--- src/rtl/bcd_temp_pkg.sv ---
// Shared definitions for the BCD-to-temperature conversion path: result width,
// special digit codes, FSM state encoding and the tenths-to-sixteenths rounding LUT.
package bcd_temp_pkg;

  localparam int TEMP_W = 13;

  localparam logic [3:0] DIG_MINUS = 4'd10;
  localparam logic [3:0] DIG_BLANK = 4'd15;

  typedef enum logic [2:0] {
    S_IDLE     = 3'd0,
    S_CHECK    = 3'd1,
    S_MUL      = 3'd2,
    S_ASSEMBLE = 3'd3,
    S_DONE     = 3'd4
  } state_e;

  // round(tenths * 1.6); blank and anything illegal map to 0
  function automatic logic [3:0] tenths_lut(input logic [3:0] t);
    logic [3:0] s;
    case (t)
      4'd1:    s = 4'd2;
      4'd2:    s = 4'd3;
      4'd3:    s = 4'd5;
      4'd4:    s = 4'd6;
      4'd5:    s = 4'd8;
      4'd6:    s = 4'd10;
      4'd7:    s = 4'd11;
      4'd8:    s = 4'd13;
      4'd9:    s = 4'd14;
      default: s = 4'd0;
    endcase
    return s;
  endfunction

endpackage

--- src/rtl/tenths_to_sixteenths.sv ---
// Maps a tenths digit (0..9 or blank) to sixteenths of a degree and flags
// whether the digit code is legal. Purely combinational.
module tenths_to_sixteenths
  import bcd_temp_pkg::*;
(
  input  logic [3:0] tenths,
  output logic [3:0] sixteenths,
  output logic       legal
);

  // LUT lookup plus legality of the digit code
  always_comb begin
    sixteenths = tenths_lut(tenths);
    legal      = (tenths <= 4'd9) || (tenths == DIG_BLANK);
  end

endmodule

--- src/rtl/bcd_to_temp.sv ---
// BCD display-style temperature (sign, tens, ones, tenths) to 13-bit two's
// complement in 1/16 degC. Tens digit is multiplied by repeated add-10.
// Optional build macro BCD_TO_TEMP_OFFSET_EN adds a whole-degree offset input
// that is added to the signed result in ASSEMBLE.
//
// state      | meaning
// S_IDLE     | waiting for start; digits captured on start
// S_CHECK    | validate digit codes, preload multiplier
// S_MUL      | acc += 10 per cycle until cnt reaches 0
// S_ASSEMBLE | build magnitude, apply sign (and offset), load temp
// S_DONE     | conversion final; done/err reported next cycle
module bcd_to_temp
  import bcd_temp_pkg::*;
(
  input  logic              clk,
  input  logic              rst,
  input  logic              start,
  input  logic [3:0]        d3,
  input  logic [3:0]        d2,
  input  logic [3:0]        d1,
  input  logic [3:0]        d0,
  output logic              busy,
  output logic              done,
  output logic              err,
  output logic [TEMP_W-1:0] temp
`ifdef BCD_TO_TEMP_OFFSET_EN
  ,
  input  logic [6:0]        offset
`endif
);

  state_e state_q, state_d;
  logic [3:0] d3_q, d3_d, d2_q, d2_d, d1_q, d1_d, d0_q, d0_d;
  logic [6:0] acc_q, acc_d;
  logic [3:0] cnt_q, cnt_d;
  logic       busy_q, busy_d, done_q, done_d, err_q, err_d;
  logic [TEMP_W-1:0] temp_q, temp_d;

  logic [3:0]        frac;
  logic              d0_legal;
  logic              legal;
  logic              neg;
  logic [6:0]        whole;
  logic [10:0]       mag;
  logic [TEMP_W-1:0] smag;
  logic [TEMP_W-1:0] result;

  tenths_to_sixteenths u_frac (
    .tenths     (d0_q),
    .sixteenths (frac),
    .legal      (d0_legal)
  );

  // Legality, magnitude assembly and sign/offset application
  always_comb begin
    legal  = ((d3_q == DIG_MINUS) || (d3_q == DIG_BLANK)) &&
             (d2_q <= 4'd9) && (d1_q <= 4'd9) && d0_legal;
    neg    = (d3_q == DIG_MINUS);
    whole  = acc_q + {3'd0, d1_q};
    mag    = {whole, 4'd0} + {7'd0, frac};
    smag   = neg ? (13'd0 - {2'd0, mag}) : {2'd0, mag};
`ifdef BCD_TO_TEMP_OFFSET_EN
    result = smag + {2'd0, offset, 4'd0};
`else
    result = smag;
`endif
  end

  // State register
  always_ff @(posedge clk or negedge rst) begin
    if (!rst) state_q <= S_IDLE;
    else      state_q <= state_d;
  end

  // Next-state logic
  always_comb begin
    state_d = state_q;
    case (state_q)
      S_IDLE:     if (start) state_d = S_CHECK;
      S_CHECK:    state_d = legal ? S_MUL : S_DONE;
      S_MUL:      if (cnt_q == 4'd0) state_d = S_ASSEMBLE;
      S_ASSEMBLE: state_d = S_DONE;
      S_DONE:     state_d = S_IDLE;
      default:    state_d = S_IDLE;
    endcase
  end

  // Handshake outputs, registered so done lands one cycle after S_DONE
  always_comb begin
    busy_d = (state_q == S_CHECK) || (state_q == S_MUL) || (state_q == S_ASSEMBLE);
    done_d = (state_q == S_DONE);
  end

  // Datapath next values: capture, multiply by repeated add, result load
  always_comb begin
    d3_d   = d3_q;
    d2_d   = d2_q;
    d1_d   = d1_q;
    d0_d   = d0_q;
    acc_d  = acc_q;
    cnt_d  = cnt_q;
    err_d  = err_q;
    temp_d = temp_q;
    case (state_q)
      S_IDLE: begin
        if (start) begin
          d3_d = d3;
          d2_d = d2;
          d1_d = d1;
          d0_d = d0;
        end
      end
      S_CHECK: begin
        err_d = ~legal;
        acc_d = 7'd0;
        cnt_d = d2_q;
      end
      S_MUL: begin
        if (cnt_q != 4'd0) begin
          acc_d = acc_q + 7'd10;
          cnt_d = cnt_q - 4'd1;
        end
      end
      S_ASSEMBLE: temp_d = result;
      default: ;
    endcase
  end

  // Datapath and output registers
  always_ff @(posedge clk or negedge rst) begin
    if (!rst) begin
      d3_q   <= 4'd0;
      d2_q   <= 4'd0;
      d1_q   <= 4'd0;
      d0_q   <= 4'd0;
      acc_q  <= 7'd0;
      cnt_q  <= 4'd0;
      busy_q <= 1'b0;
      done_q <= 1'b0;
      err_q  <= 1'b0;
      temp_q <= '0;
    end else begin
      d3_q   <= d3_d;
      d2_q   <= d2_d;
      d1_q   <= d1_d;
      d0_q   <= d0_d;
      acc_q  <= acc_d;
      cnt_q  <= cnt_d;
      busy_q <= busy_d;
      done_q <= done_d;
      err_q  <= err_d;
      temp_q <= temp_d;
    end
  end

  assign busy = busy_q;
  assign done = done_q;
  assign err  = err_q;
  assign temp = temp_q;

endmodule

--- config.mk ---
export PLATFORM = sky130hd
export DESIGN_NAME = bcd_to_temp
export DESIGN_NICKNAME = d
export VERILOG_FILES = /design/src/rtl/bcd_temp_pkg.sv /design/src/rtl/tenths_to_sixteenths.sv /design/src/rtl/bcd_to_temp.sv
export SDC_FILE = /design/constraint.sdc
export NUM_CORES = 1
export LEC_CHECK = 0
export ABC_CLOCK_PERIOD_IN_PS = 6500
export CORE_ASPECT_RATIO = 1.4
export CORE_MARGIN = 1.5
export CORE_UTILIZATION = 55
export DETAILED_ROUTE_END_ITERATION = 6
export DONT_BUFFER_PORTS = 1
export PLACE_DENSITY = 0.75
export REMOVE_ABC_BUFFERS = 1
export SYNTH_ARGS = -nofsm -noshare
export SYNTH_HDL_FRONTEND = slang
export SYNTH_SLANG_ARGS = --single-unit
--- constraint.sdc ---
create_clock -name clk -period 6.5 [get_ports clk]
set_clock_uncertainty 0.15 [all_clocks]
set_input_delay 0.975 -clock clk [delete_from_list [all_inputs] [get_ports clk]]
set_output_delay 0.975 -clock clk [all_outputs]
set_load 0.01 [all_outputs]
# Word-level counts from Yosys, hierarchy flattened
# Memory sizes are Yosys's and may differ from the RTL's.
# Index checks and enable logic that the tools add are counted.
# op_classes
addsub	5
n_mul	0
n_div	0
magnitude_cmp	3
eq_ne	10
shift	0
muxes	9
bitwise	1
n_reduce_logical	14
# ops
operator	n
7-bit case mux with 2 select lines	1
13-bit 2-to-1 mux	1
4-bit equality test, second input constant	3
4-bit <= comparator, second input constant	3
3-bit case mux with 4 select lines	1
1-bit by 11-bit subtractor with 12-bit output, first input constant	1
11-bit by 4-bit adder with 11-bit output	1
3-bit 2-to-1 mux	3
4-bit case mux with 2 select lines	1
7-bit by 4-bit adder with 7-bit output	1
7-bit by 4-bit adder with 7-bit output, second input constant	1
7-bit 2-to-1 mux	1
3-bit by 2-bit equality test with 1-bit output, second input constant	2
2-bit AND reduction	3
4-bit logical NOT	1
1-bit logical OR	4
4-bit 2-to-1 mux	1
2-bit != test, second input constant	2
4-bit nonzero test	1
4-bit by 1-bit subtractor with 4-bit output, second input constant	1
3-bit by 1-bit equality test with 1-bit output, second input constant	1
3-bit equality test, second input constant	1
1-bit logical AND	3
3-bit logical NOT	1
3 further kinds	3
# word_totals
register_bits	46
latchBits	0
mem_bits_rw	0
romBits	64
in_bits	19
output_inout_bits	16
wordCells	54
memories	1
# mem_list
memory	depth	word_bits	rd	rd_clocked_by_memory_dff	write_ports	line_no	source
(name not given)	16	4	1	0	0	bcd_temp_pkg.sv:21	case (t)

# Logic depth before layout (Yosys ltp)
# depth
ltp_word	7
mapped_depth	10
depth_no_buf	10

# By module
# From an unflattened synthesis, not the netlist that was laid out.
# unflattened
hier_cells	242
area_unflattened_um2	2483.6
# by_module_without_submodules
module	instances	cells_each	area_per_inst_um2	seq_area_each_um2
bcd_to_temp	1	218	2293.4	1101.1
tenths_to_sixteenths	1	24	190.2	0.0

# Least setup slack after synthesis
# No wires, ideal clock.
# synth_path
path_kind	reg2reg
startpoint	reg acc_q[1]
endpoint	reg temp_q[11], in the netlist temp[11]
setup_time_ns	0.128
arrival_ns	2.122
required_ns	6.222
setup_slack_ns	4.099
stages_incl_launch_ff	7
path_buffers	0
synth_period_minus_slack_ns	2.401
cell_sequence	dfrtp_1 ha_1 or2_1 or4_4 or4_4 a211oi_1 o31ai_1
# synth_via
elab_chain_cells	4
# synth_rtl
item	line_no	source
start: declaration	bcd_to_temp.sv:34	logic [6:0] acc_q, acc_d;
start signal: assignment	bcd_to_temp.sv:136	acc_q <= 7'd0;
start signal: assignment	bcd_to_temp.sv:147	acc_q <= acc_d;
7-bit by 4-bit adder with 7-bit output	bcd_to_temp.sv:59	whole = acc_q + {3'd0, d1_q};
11-bit by 4-bit adder with 11-bit output	bcd_to_temp.sv:60	mag = {whole, 4'd0} + {7'd0, frac};
1-bit by 11-bit subtractor with 12-bit output	bcd_to_temp.sv:61	smag = neg ? (13'd0 - {2'd0, mag}) : {2'd0, mag};
13-bit 2-to-1 mux	bcd_to_temp.sv:61	
end signal: assignment	bcd_to_temp.sv:152	temp_q <= temp_d;
end: declaration	bcd_to_temp.sv:37	logic [TEMP_W-1:0] temp_q, temp_d;
# No other way between the ends.
# A chain may end at the register's enable or synchronous reset.

# Worst setup path after layout
# layout_path
startpoint	reg d0_q[1]
endpoint	reg temp_q[10], in the netlist temp[10]
# layout_via
elab_chain_cells	4
# layout_rtl
item	line_no	source
start: declaration	bcd_to_temp.sv:33	logic [3:0] d3_q, d3_d, d2_q, d2_d, d1_q, d1_d, d0_q, d0_d;
start signal: assignment	bcd_to_temp.sv:135	d0_q <= 4'd0;
start signal: assignment	bcd_to_temp.sv:146	d0_q <= d0_d;
memory 16 x 4 bit *	-	
11-bit by 4-bit adder with 11-bit output *	bcd_to_temp.sv:60	
1-bit by 11-bit subtractor with 12-bit output	bcd_to_temp.sv:61	
13-bit 2-to-1 mux *	bcd_to_temp.sv:61	
# Mark *: on every way between the ends. The rest lies on a longest branch, timed or not.

==> results.md <==
- Crit path buffers/inverters: 1
- Part of the Yosys area used for sequential elements: 45.3%
- First-pass detailed-route iteration total: 4
- Minimum setup slack in the final design: 3820 ps
- Routed length per placed instance: between 15 and 20 µm
- Cell at the root of the clock tree: clkbuf_8
- Distinct cell type count after synthesis: 44
- Pin count of the biggest net entering global routing: 45
- Number of pins exceeding their max-slew limit in the final report: 0
- Relative slew slack: 45.7%
- Most frequent standard cell in the layout excluding fill and tap cells: dfrtp_1
- Post-synthesis to final-layout area growth: 4.58%
- Setup repair after global routing missed its margin: no
- Transition time at the pin with the least slew margin: between 800 and 900 ps
- Clock transition at the register clock pins on the worst setup and hold paths after CTS: 90 ps
- Clock Latency Late Sink: 300 ps
- Syn Std Cell Area: around 2400 µm²
- CTS max path bufs: 2
- Quantity of gates resized following cts: 0
- Startpoint type of the worst setup path: register
- Worst voltage drop across the vdd grid: 0.000235 V
- Vias per cell: ~5.8
- Initial Util: 57.3%
- Max FO, Critical Path: 7
- Cell chain of the critical path: inv_1 -> ha_1 -> nor2_1 -> nor2_1 -> a21oi_1 -> ha_1 -> o211ai_1 -> a2111oi_0 -> o21ai_0 -> a31o_1
- PortBufs: 0
- Post-DP HPWL: between 3 and 4 mm
- Top Ports: 35
- Routability-driven placement congestion ratio: 0.802
- Routed wire length: 4.65 mm
- Minimum clock period after layout: 2680 ps
- Worst path required time: ~6500 ps
- Portion of synthesized cell area occupied by the leading cell type: 45.3%
- Worst Path Class, Setup: register to register
- Share of post-route cells with drive strength above 1: 10.5%
- Final std cell area, no fill: 2540 µm²
- Initial antenna violation count: 0
- Most frequent cells in the layout: 44 x dfrtp_1, 27 x o21ai_0, 23 x nand2_1
- Synthesized instance count: ~250
- Cell at the slowest stage of the critical path: a2111oi_0
- Flop and latch count out of synthesis: 44
- Maximum operating frequency: 373 MHz
- Instance area after placement: 2450 µm²
- Pwr per Cell Area: 444 nW/µm²
- Detail Route Antenna Nets: 0
- Core footprint: 4240 µm²
- Category of cells accounting for the largest share of critical-path delay: compound AO/OA/AOI/OAI gates
- Setup total negative slack: 0 ps
- Area leader, netlist: dfrtp_1
- Highest cell delay on the worst timing path: 500 ps
- Iteration-0 DRC Markers: 65
- Clock tree from TritonCTS: built
- Final routed DRC violation total: 0
- Overall power after layout: 1.13 mW
- Final setup fails: 0
- Arrival @ worst endpoint: approximately 2700 ps
- Global routing usage summed across all routing layers: 21.5%
- Category of the worst setup path capture point: register
- Synthesis Warnings: 0
- Nets@finish: approximately 280
- Total Die Area: approximately 4800 µm²
- Tcrit/Tclk final: 41.2%
- Via count of the first global-routing pass: 1772
- N_diodes: 0
- Core Rows: 28
- Leak pwr: 1.06 nW
- Sink count of the clock tree: 44
- Hold-fix buffers at CTS: 0
- Number of buffers inserted during clock tree synthesis: 5
- Post-synthesis async set-or-reset flop share: 100%
- Result of the run: complete, no violations
- Height of the chip: 81.6 µm
- Die boundary width: around 59 µm
- Average cell area after synthesis: 9.64 µm²
- GRT Residual Overflow: 0
- Worst min-delay path class: input port to async pin
- Number of hold-slack violations in the final timing report: 0
- Via count: 1773
- Level count of the clock H-tree: 2
- Post-synth EDFFs: 0
- Most common flop cell mapped by yosys: dfrtp_1
- Setup slack at placement: about 3900 ps
- Global-route wire length before repair: 7.89 mm
- Total setup buffers inserted after CTS: 0
- Largest cells by area after synthesis: dfrtp_1 45%, mux2_2 6.5%, o21ai_0 5.6%
- Max-cap violation count: 0
==> registers in the layout (all words and copies together) (netlist names) <==
register and flops:
busy 1, err 1, cnt_q 4, d3_q 4
d1_q 4, done 1, temp 12, state_q 3
acc_q 6, d2_q 4, d0_q 4
==> cell usage after synthesis (2+ instances only) <==
| library cell | number |
|---|---|
| nor4_1 | 2 |
| or3b_2 | 2 |
| nand2_1 | 23 |
| clkbuf_1 | 8 |
| a31oi_1 | 3 |
| ha_1 | 9 |
| nor3_1 | 8 |
| o21ai_0 | 27 |
| mux2_2 | 14 |
| xnor2_1 | 7 |
| o32a_1 | 2 |
| nor3b_1 | 3 |
| nor2_1 | 20 |
| mux2i_1 | 2 |
| inv_1 | 6 |
| nand3_1 | 6 |
| a211oi_1 | 2 |
| o21a_1 | 5 |
| and3_1 | 2 |
| a21oi_1 | 11 |
| and2_1 | 2 |
| o211ai_1 | 2 |
| o31ai_1 | 3 |
| or3_1 | 9 |
| dfrtp_1 | 44 |
| nand4_1 | 2 |
| nor2b_1 | 3 |
| or4_4 | 2 |
| xor2_1 | 8 |
==> per-layer routing <==
layer  wire (µm)  up-vias  GRT usage [%]
met3         162       11           3.94
met5           0        -              0
met2        2470       33           39.3
li1            -      890              -
met4          96        0           7.73
met1        1920      839           24.6
==> through the flow <==
step	std cells	util, %	hold WS [ps]
2_1_floorplan	240	-	330
3_3_place_gp	300	57.7	349
3_5_place_dp	300	57.7	353
4_1_cts	308	59.9	195
5_1_grt	308	59.9	187
6_report	308	59.9	205
==> area by class of cell <==
cell class              count  area [µm²]
flip-flops and latches     44        1100
fillers                   376        1700
inverters                   6        22.5
clock inverters             3        25.0
well taps                  60        75.1
multi-input cells         190        1250
clock buffers               5        68.8
==> report_power, final <==
part / internal (mW) / switching (mW)
clock: 0.0783 / 0.0992
combinational: 0.213 / 0.248
sequential: 0.369 / 0.120
==> cell families (layout without fill, tap and decap cells) <==
kind of cell	after synthesis	after routing	synth area share (%)
and+or+nand+nor	90	90	19.1
AOI/OAI and AO/OA	60	60	14.9
DFF	44	44	45.3
buffers and inverters	18	14	3.30
muxes	16	16	7.31
xor gates and xnor gates	15	15	5.41
adders and majority gates	9	9	4.63
==> worst paths after layout <==
path / start / to / slack (ps) / cells past startpoint
min in group clk: d2_q[0] / d2_q[0] / 370 / 1
max reg2reg: d0_q[1] / temp[10] / 3820 / 10
max in group asynchronous: rst / temp[9] / 5890 / 0
max: d0_q[1] / temp[10] / 3820 / 10
min: rst / d0_q[3] / 200 / 0
min reg2reg: d2_q[0] / d2_q[0] / 370 / 1
(Power assumes the default switching activity.)
